File: src/rtl/riscv_defines.sv
// Shared core definitions: MDU operation codes and the MDU sequencer states.
package riscv_defines;

    localparam int unsigned MDU_OP_WIDTH = 3;
    localparam int unsigned ALU_OP_WIDTH = MDU_OP_WIDTH + 1;

    localparam logic [MDU_OP_WIDTH-1:0] MDU_MUL    = 3'd0;
    localparam logic [MDU_OP_WIDTH-1:0] MDU_MULH   = 3'd1;
    localparam logic [MDU_OP_WIDTH-1:0] MDU_MULHSU = 3'd2;
    localparam logic [MDU_OP_WIDTH-1:0] MDU_MULHU  = 3'd3;
    localparam logic [MDU_OP_WIDTH-1:0] MDU_DIV    = 3'd4;
    localparam logic [MDU_OP_WIDTH-1:0] MDU_DIVU   = 3'd5;
    localparam logic [MDU_OP_WIDTH-1:0] MDU_REM    = 3'd6;
    localparam logic [MDU_OP_WIDTH-1:0] MDU_REMU   = 3'd7;

    typedef enum logic [1:0] {
        IDLE = 2'd0,
        CALC = 2'd1,
        FIX  = 2'd2,
        DONE = 2'd3
    } mdu_state_t;

    // The top opcode bit separates the divide family from the multiply family.
    function automatic logic mdu_is_div(input logic [MDU_OP_WIDTH-1:0] op);
        return op[MDU_OP_WIDTH-1];
    endfunction

endpackage

File: src/rtl/mdu_step.sv
// One add/subtract step of the iterative multiplier/divider.
module mdu_step #(
    parameter int unsigned W = 33
) (
    input  logic [W-1:0] a,
    input  logic [W-1:0] b,
    input  logic         sub,
    output logic [W-1:0] res,
    output logic         cout
);

    logic [W:0] sum;

    // For subtraction cout is the no-borrow flag (a >= b).
    always_comb begin
        sum = {1'b0, a} + {1'b0, (sub ? ~b : b)} + (W+1)'(sub);
    end

    assign res  = sum[W-1:0];
    assign cout = sum[W];

endmodule

File: src/rtl/mdu_iter.sv
// Iterative RV32M multiply/divide unit: 32 shift-add / restoring-divide steps
// on operand magnitudes, followed by a sign-fix cycle.
module mdu_iter
    import riscv_defines::*;
#(
    parameter int unsigned XLEN = 32
) (
    input  logic                    clk,
    input  logic                    rst_n,
    input  logic                    valid_i,
    output logic                    ready_o,
    input  logic [MDU_OP_WIDTH-1:0] mdu_op_i,
    input  logic [XLEN-1:0]         op_a_i,
    input  logic [XLEN-1:0]         op_b_i,
    input  logic                    flush_i,
    output logic [XLEN-1:0]         result_o,
    output logic                    valid_o,
    input  logic                    ready_i
);

    localparam int unsigned CNT_W  = $clog2(XLEN);
    localparam int unsigned STEP_W = XLEN + 1;

    mdu_state_t              state;
    logic [MDU_OP_WIDTH-1:0] op;
    logic                    neg_a;
    logic                    neg_b;
    logic [CNT_W-1:0]        cnt;
    logic [XLEN-1:0]         acc_hi;
    logic [XLEN-1:0]         acc_lo;
    logic [XLEN-1:0]         opnd;

    logic                    in_is_div;
    logic                    in_a_signed;
    logic                    in_b_signed;
    logic                    in_neg_a;
    logic                    in_neg_b;
    logic [XLEN-1:0]         in_abs_a;
    logic [XLEN-1:0]         in_abs_b;
    logic                    in_special;
    logic [XLEN-1:0]         in_special_res;

    logic [STEP_W-1:0]       step_a;
    logic [STEP_W-1:0]       step_b;
    logic                    step_sub;
    logic [STEP_W-1:0]       step_res;
    logic                    step_cout;
    logic [XLEN-1:0]         acc_hi_nx;
    logic [XLEN-1:0]         acc_lo_nx;

    logic [2*XLEN-1:0]       product;
    logic [2*XLEN-1:0]       prod_fix;
    logic [XLEN-1:0]         quot_fix;
    logic [XLEN-1:0]         rem_fix;
    logic [XLEN-1:0]         fix_res;

    assign ready_o = (state == IDLE);

    // Accept-side decode: signedness, magnitudes and the divide special cases.
    always_comb begin
        in_is_div      = mdu_is_div(mdu_op_i);
        in_a_signed    = (mdu_op_i == MDU_MULH) || (mdu_op_i == MDU_MULHSU) ||
                         (mdu_op_i == MDU_DIV)  || (mdu_op_i == MDU_REM);
        in_b_signed    = (mdu_op_i == MDU_MULH) || (mdu_op_i == MDU_DIV) ||
                         (mdu_op_i == MDU_REM);
        in_neg_a       = in_a_signed && op_a_i[XLEN-1];
        in_neg_b       = in_b_signed && op_b_i[XLEN-1];
        in_abs_a       = in_neg_a ? -op_a_i : op_a_i;
        in_abs_b       = in_neg_b ? -op_b_i : op_b_i;
        in_special     = 1'b0;
        in_special_res = '0;
        if (in_is_div) begin
            if (op_b_i == '0) begin
                // Opcode bit 1 distinguishes REM/REMU from DIV/DIVU.
                in_special     = 1'b1;
                in_special_res = mdu_op_i[1] ? op_a_i : '1;
            end else if (((mdu_op_i == MDU_DIV) || (mdu_op_i == MDU_REM)) &&
                         (op_a_i == {1'b1, {(XLEN-1){1'b0}}}) && (op_b_i == '1)) begin
                in_special     = 1'b1;
                in_special_res = mdu_op_i[1] ? '0 : {1'b1, {(XLEN-1){1'b0}}};
            end
        end
    end

    // Multiply: acc_hi accumulates, acc_lo holds the multiplier shifting out.
    // Divide: acc_hi is the partial remainder, acc_lo shifts dividend out / quotient in.
    always_comb begin
        step_a    = {1'b0, acc_hi};
        step_b    = acc_lo[0] ? {1'b0, opnd} : '0;
        step_sub  = 1'b0;
        acc_hi_nx = step_res[STEP_W-1:1];
        acc_lo_nx = {step_res[0], acc_lo[XLEN-1:1]};
        if (mdu_is_div(op)) begin
            step_a    = {acc_hi, acc_lo[XLEN-1]};
            step_b    = {1'b0, opnd};
            step_sub  = 1'b1;
            acc_hi_nx = step_cout ? step_res[XLEN-1:0] : {acc_hi[XLEN-2:0], acc_lo[XLEN-1]};
            acc_lo_nx = {acc_lo[XLEN-2:0], step_cout};
        end
    end

    mdu_step #(
        .W (STEP_W)
    ) u_step (
        .a    (step_a),
        .b    (step_b),
        .sub  (step_sub),
        .res  (step_res),
        .cout (step_cout)
    );

    // Sign correction and result-half selection for the FIX cycle.
    always_comb begin
        product  = {acc_hi, acc_lo};
        prod_fix = (neg_a ^ neg_b) ? -product : product;
        quot_fix = (neg_a ^ neg_b) ? -acc_lo : acc_lo;
        rem_fix  = neg_a ? -acc_hi : acc_hi;
        case (op)
            MDU_MUL:                          fix_res = prod_fix[XLEN-1:0];
            MDU_MULH, MDU_MULHSU, MDU_MULHU:  fix_res = prod_fix[2*XLEN-1:XLEN];
            MDU_DIV, MDU_DIVU:                fix_res = quot_fix;
            default:                          fix_res = rem_fix;
        endcase
    end

    // Sequencer, step counter, operand registers and registered outputs.
    always_ff @(posedge clk or negedge rst_n) begin
        if (!rst_n) begin
            state    <= IDLE;
            op       <= '0;
            neg_a    <= 1'b0;
            neg_b    <= 1'b0;
            cnt      <= '0;
            acc_hi   <= '0;
            acc_lo   <= '0;
            opnd     <= '0;
            result_o <= '0;
            valid_o  <= 1'b0;
        end else if (flush_i) begin
            state   <= IDLE;
            valid_o <= 1'b0;
        end else begin
            case (state)
                IDLE: begin
                    if (valid_i) begin
                        op    <= mdu_op_i;
                        neg_a <= in_neg_a;
                        neg_b <= in_neg_b;
                        if (in_special) begin
                            result_o <= in_special_res;
                            valid_o  <= 1'b1;
                            state    <= DONE;
                        end else begin
                            cnt    <= CNT_W'(XLEN - 1);
                            acc_hi <= '0;
                            acc_lo <= in_is_div ? in_abs_a : in_abs_b;
                            opnd   <= in_is_div ? in_abs_b : in_abs_a;
                            state  <= CALC;
                        end
                    end
                end
                CALC: begin
                    acc_hi <= acc_hi_nx;
                    acc_lo <= acc_lo_nx;
                    cnt    <= cnt - CNT_W'(1);
                    if (cnt == '0) begin
                        state <= FIX;
                    end
                end
                FIX: begin
                    result_o <= fix_res;
                    valid_o  <= 1'b1;
                    state    <= DONE;
                end
                DONE: begin
                    if (ready_i) begin
                        valid_o <= 1'b0;
                        state   <= IDLE;
                    end
                end
                default: begin
                    state <= IDLE;
                end
            endcase
        end
    end

endmodule

File: config.mk
export PLATFORM = sky130hd
export DESIGN_NAME = mdu_iter
export DESIGN_NICKNAME = d
export VERILOG_FILES = /design/src/rtl/riscv_defines.sv /design/src/rtl/mdu_step.sv /design/src/rtl/mdu_iter.sv
export SDC_FILE = /design/constraint.sdc
export NUM_CORES = 1
export LEC_CHECK = 0
export CAP_MARGIN = 20
export CORE_MARGIN = 2
export CORE_UTILIZATION = 60
export CTS_CLUSTER_DIAMETER = 200
export DETAILED_ROUTE_END_ITERATION = 8
export PLACE_DENSITY = 0.81
export SLEW_MARGIN = 30
export SYNTH_ARGS = -nofsm -noshare
export SYNTH_HDL_FRONTEND = slang
export SYNTH_SLANG_ARGS = --single-unit
File: constraint.sdc
create_clock -name clk -period 5.3 [get_ports clk]
set_clock_uncertainty 0.1 [all_clocks]
set_input_delay 1.06 -clock clk [delete_from_list [all_inputs] [get_ports clk]]
set_output_delay 1.06 -clock clk [all_outputs]
set_load 0.01 [all_outputs]
Word level (Yosys, flattened, before mapping)

Cells that the tools add are included.

Input bits: 72
Logic and storage cells: 115
Output and inout bits: 34
Flip-flop bits (word level): 141

Bitwise logic cells: 4
Reduce and logical (&&, ||, !) cells: 25
Mux-type cells: 47
Add/sub/neg operators: 8
Equality and inequality tests: 21

Operators with widths:

| operator                                             | count |
|---|---|
| two-way mux 32 bit                                   | 22 |
| case mux 32 bit (2 select lines)                     | 3 |
| negation 32 bit                                      | 4 |
| case mux 32 bit (3 select lines)                     | 1 |
| two-way mux 33 bit                                   | 2 |
| equality test 32 bit (second input constant)         | 2 |
| two-way mux 64 bit                                   | 1 |
| negation 64 bit                                      | 1 |
| adder 33 x 33 -> 34 bit                              | 1 |
| adder 34 x 1 -> 34 bit                               | 1 |
| NOT 32 -> 33 bit                                     | 1 |
| zero test 32 bit                                     | 1 |
| AND reduction 4 bit                                  | 4 |
| equality test 3 bit (second input constant)          | 4 |
| two-way mux 2 bit                                    | 5 |
| two-way mux 5 bit                                    | 2 |
| case mux 5 bit (2 select lines)                      | 1 |
| equality test 3 x 2 -> 1 bit (second input constant) | 3 |
| two-way mux 1 bit                                    | 8 |
| case mux 2 bit (4 select lines)                      | 1 |
| equality test 3 x 1 -> 1 bit (second input constant) | 2 |
| logical OR 1 bit                                     | 6 |
| != test 3 bit (second input constant)                | 2 |
| AND reduction 3 bit                                  | 2 |
| 18 further kinds                                     | 25 |

Logic depth before layout (Yosys ltp)

Depth after elaboration: 11
Gate-level depth with buffers: 18

By module

From an unflattened synthesis, not the netlist that was laid out.

Cell total of the unflattened synthesis: 2010
Area total of the unflattened synthesis: 15133.3 um2

By module, submodules not included:

| module   | area an instance (um2) | times used | cells each | sequential area each (um2) |
|---|---|---|---|---|
| mdu_iter | 12868.6                | 1          | 1685       | 3528.4 |
| mdu_step | 2264.7                 | 1          | 325        | 0.0 |

Least setup slack after synthesis

OpenSTA, ideal clock, no wires.

Kind: register -> register
From: reg op[2]
To: reg acc_hi[31]
Period minus slack after synthesis: 4.422 ns
Data arrival time: 4.211 ns
Stages on the path, launching flop included: 14
Setup slack: 0.878 ns
Path buffers: 3
Setup time: 0.110 ns
Cells stage by stage: dfrtp_1 -> clkbuf_1 -> clkbuf_1 -> clkbuf_1 -> mux2_2 -> ha_1 -> nand4_1 -> or4b_2 -> and2_1 -> a211oi_1 -> a31oi_1 -> mux2i_1 -> a21oi_1 -> o41ai_1

Longest elaborated chain between the ends: 8

Ends and longest elaborated chain:

| element                            | RTL line        | source |
|---|---|---|
| start, declared                    | mdu_iter.sv:25  | `logic [MDU_OP_WIDTH-1:0] op;` |
| start signal, assigned             | mdu_iter.sv:146 | `op <= mdu_op_i;` |
| two-way mux 32 bit                 | mdu_iter.sv:93  | `if (mdu_is_div(op)) begin` |
| NOT 32 -> 33 bit                   | mdu_step.sv:16  | `sum = {1'b0, a} + {1'b0, (sub ? ~b : b)} + (W+1)'(sub);` |
| two-way mux 33 bit                 | mdu_step.sv:16  |  |
| adder 33 x 33 -> 34 bit            | mdu_step.sv:16  |  |
| adder 34 x 1 -> 34 bit             | mdu_step.sv:16  |  |
| two-way mux 32 bit                 | mdu_iter.sv:97  | `acc_hi_nx = step_cout ? step_res[XLEN-1:0] : {acc_hi[XLEN-2:0], acc_lo[XLEN-1]};` |
| two-way mux 32 bit *               | mdu_iter.sv:93  |  |
| case mux 32 bit (2 select lines) * | mdu_iter.sv:143 | `case (state)` |
| end signal, assigned               | mdu_iter.sv:163 | `acc_hi <= acc_hi_nx;` |
| end, declared                      | mdu_iter.sv:29  | `logic [XLEN-1:0] acc_hi;` |

Mark *: on every way between the ends. The rest lies on a longest branch, timed or not.
A chain may end at the register's enable or synchronous reset.

Final worst setup path

From: reg op[2]
To: reg acc_hi[2]

The elaborated chain is that of the path after synthesis.

==> flow_metrics.py <==
metrics = {
    "logic_synthesis": {
        "synth.distinct_cells": 79,
        "synthFlopType": "dfrtp_1",
        "synth-edff-count": 0,
        "synthArstFlopShare": 1.000,
        "syn_nets": 2038,
        "ys_seq_area_frac": 0.2467,
        "yosysWarnings": 0,
        "postSynthCellCount": 1923,
        "postSynthAreaPerCell_um2": 7.436,
        "synth_seq_cells": 141,
        "synth_area_mm2": 0.01430,
    },
    "timing": {
        "setup_violations": 0,
        "slew_violations": 0,
        "slew-limit-headroom": 0.2638,
        "holdWs_ps": 401.9,
        "worst_pin_slew_ps": 1104,
        "fmax_mhz": 224.0,
        "period_minus_slack_ps": 4464,
        "finalCritPeriodShare": 0.8423,
        "rsz0062_at_grt": "false",
        "hold_viol_final": 0,
        "worst_slack_ps": 835.9,
        "setup_tns_ps": 0,
    },
    "critical_path": {
        "critPathLaunch": "op[2]$_DFFE_PN0P_",
        "r2r_setup_slack_ps": 840,
        "reg2regPathDepth": 12,
        "crit_arrival_ps": 4680,
        "critPathCapture": "acc_hi[2]$_DFFE_PN0P_",
        "end_kind": "flop",
        "timing.rr.start": "op[2]$_DFFE_PN0P_",
        "critPathKind": "reg -> reg",
        "required_ps": 5510,
        "worstPathMaxFanout": 44,
        "worstSetupStartpointType": "flop",
        "r2r_end": "acc_hi[2]$_DFFE_PN0P_",
    },
    "global_routing": {
        "grt_pass1_wl_um": 79830,
        "overflow": 0,
        "antenna_found_initial": 0,
        "grt_pass1_vias": 13520,
        "grt_max_degree": 85,
        "grtUsageTotal": 0.4228,
    },
    "clocking": {
        "cts.clk_slew.worst_paths_ps": 80,
        "clockBufferDepth": 2,
        "post_cts_buffers": 0,
        "clock-sinks": 141,
        "cts_hold_buf": 0,
        "cts_max_level": 4,
        "clk_root_buffer_cell": "clkbuf_16",
        "cts_resized": 0,
        "clock_latency_ps": 450,
        "cts_tree": "yes",
        "numCtsBuffers": 17,
    },
    "drt": {
        "via_per_inst": 6.945,
        "first_iter_violations": 2144,
        "postRouteWirelength_um": 53630,
        "wl_per_cell_um": 23.90,
        "ant_nets": 0,
        "drc": 1,
        "firstDrtPassIters": 8,
        "vias": 15590,
    },
    "layout": {
        "final_common_cell": "o21ai_0",
        "layout.nets": 2027,
        "diodes": 0,
        "area_growth_pct": 11.79,
        "final_cell_mix": "217 x o21ai_0, 194 x nor2_1, 193 x nand2_1",
        "drive_above_1_share": 0.08416,
    },
    "floorplan": {
        "num_rows": 56,
        "start_util": 0.6110,
        "coreArea_mm2": 0.02340,
        "chipHeight_um": 158.4,
        "ioPinCount": 106,
        "die_area_mm2": 0.02508,
        "die_x_um": 158.4,
    },
    "placement": {
        "post-place-ws_ps": 630.2,
        "dp_hpwl_um": 40650,
        "finalWeightedCongestion": 1.021,
        "port_buffers": 105,
    },
    "pwr": {
        "powerDensity_mw_per_mm2": 667.4,
        "total_power_w": 0.01067,
        "ir_worst_vdd_mv": 0.3165,
        "p_leak_nw": 6.135,
    },
    "job": {
        "cap_violations": 0,
    },
    "worst_hold_path": {
        "hp-class": "reg -> reg",
        "hold_start": "opnd[30]$_DFFE_PN0P_",
    },
    "outcome": {
        "violations": "DRC",
        "status": "complete, but fails checks",
    },
}
## worst min-delay path by stage
stage / depth (start not counted) / slack [ps] / endpoint
global placement: 1 / 380 / opnd[9]$_DFFE_PN0P_
finish: 2 / 400 / opnd[30]$_DFFE_PN0P_
detailed placement: 1 / 390 / opnd[11]$_DFFE_PN0P_
CTS: 1 / 400 / opnd[11]$_DFFE_PN0P_
global route: 1 / 410 / opnd[11]$_DFFE_PN0P_
floorplan: 1 / 360 / cnt[0]$_DFFE_PN0P_
## routing by layer
| layer | share of wire | global-route usage |
|---|---|---|
| met3 | 0.13 | 0.1021 |
| met1 | 0.41 | 0.6056 |
| met5 | 0 | 0 |
| met2 | 0.41 | 0.6027 |
| met4 | 0.052 | 0.1862 |
## power by group
group          internal [W]  switching (W)
sequential          0.00156       0.000861
combinational       0.00274        0.00426
clock              0.000677       0.000576
total               0.00497        0.00570
## Yosys cell counts, types with 31 or more instances
cell / n / area share
nand3_1: 31 / 0.011
nor2_1: 195 / 0.051
ha_1: 42 / 0.037
a211oi_1: 40 / 0.021
nor3_1: 42 / 0.015
xor2_1: 63 / 0.039
xnor2_1: 92 / 0.056
a21oi_1: 153 / 0.054
a31oi_1: 41 / 0.018
mux2_2: 65 / 0.051
o21ai_0: 218 / 0.076
nand2_1: 194 / 0.051
clkbuf_1: 146 / 0.038
dfrtp_1: 141 / 0.25
## worst max-delay path, cell delays in order (launching register included)
cell	delay (ps)
dfrtp_4	670
buf_4	490
mux2_2	410
ha_1	420
nand4_1	130
or4b_2	670
a21oi_1	250
o21ai_0	130
a21o_1	250
and3_1	200
buf_4	250
o221ai_1	210
o21ai_0	150
## cells by family after synthesis
kind of cell | Yosys count | synth area share
compound gates | 680 | 0.2976
fa+ha+maj | 43 | 0.03815
flops | 141 | 0.2467
mux | 81 | 0.06247
simple gates | 620 | 0.2023
xor+xnor | 155 | 0.09493
buf+inv | 203 | 0.05784
## layout make-up
class | count | area [um^2]
inverters | 32 | 120.1
well taps | 319 | 399.1
clock inverters | 14 | 147.6
multi-input cells | 1579 | 10010
repair buffers | 141 | 1343
clock buffers | 18 | 439.2
fillers | 2037 | 7416
flip-flops and latches | 141 | 3532
## per-stage QoR
stage	cells	area (um^2)	util
after floorplan	1923	14300	-
after global placement	2212	15390	0.6577
after detailed placement	2212	15390	0.6577
after CTS	2244	15980	0.6827
after global routing	2244	15990	0.6831
final	2244	15990	0.6831
## state kept, by name, indices dropped and copies added, names as in the netlist
signal	cells
valid_o	1
cnt	5
acc_lo	32
result_o	32
state	2
neg_a	1
neg_b	1
opnd	32
acc_hi	32
op	3
No activity file was read; power rests on OpenSTA's default activity.
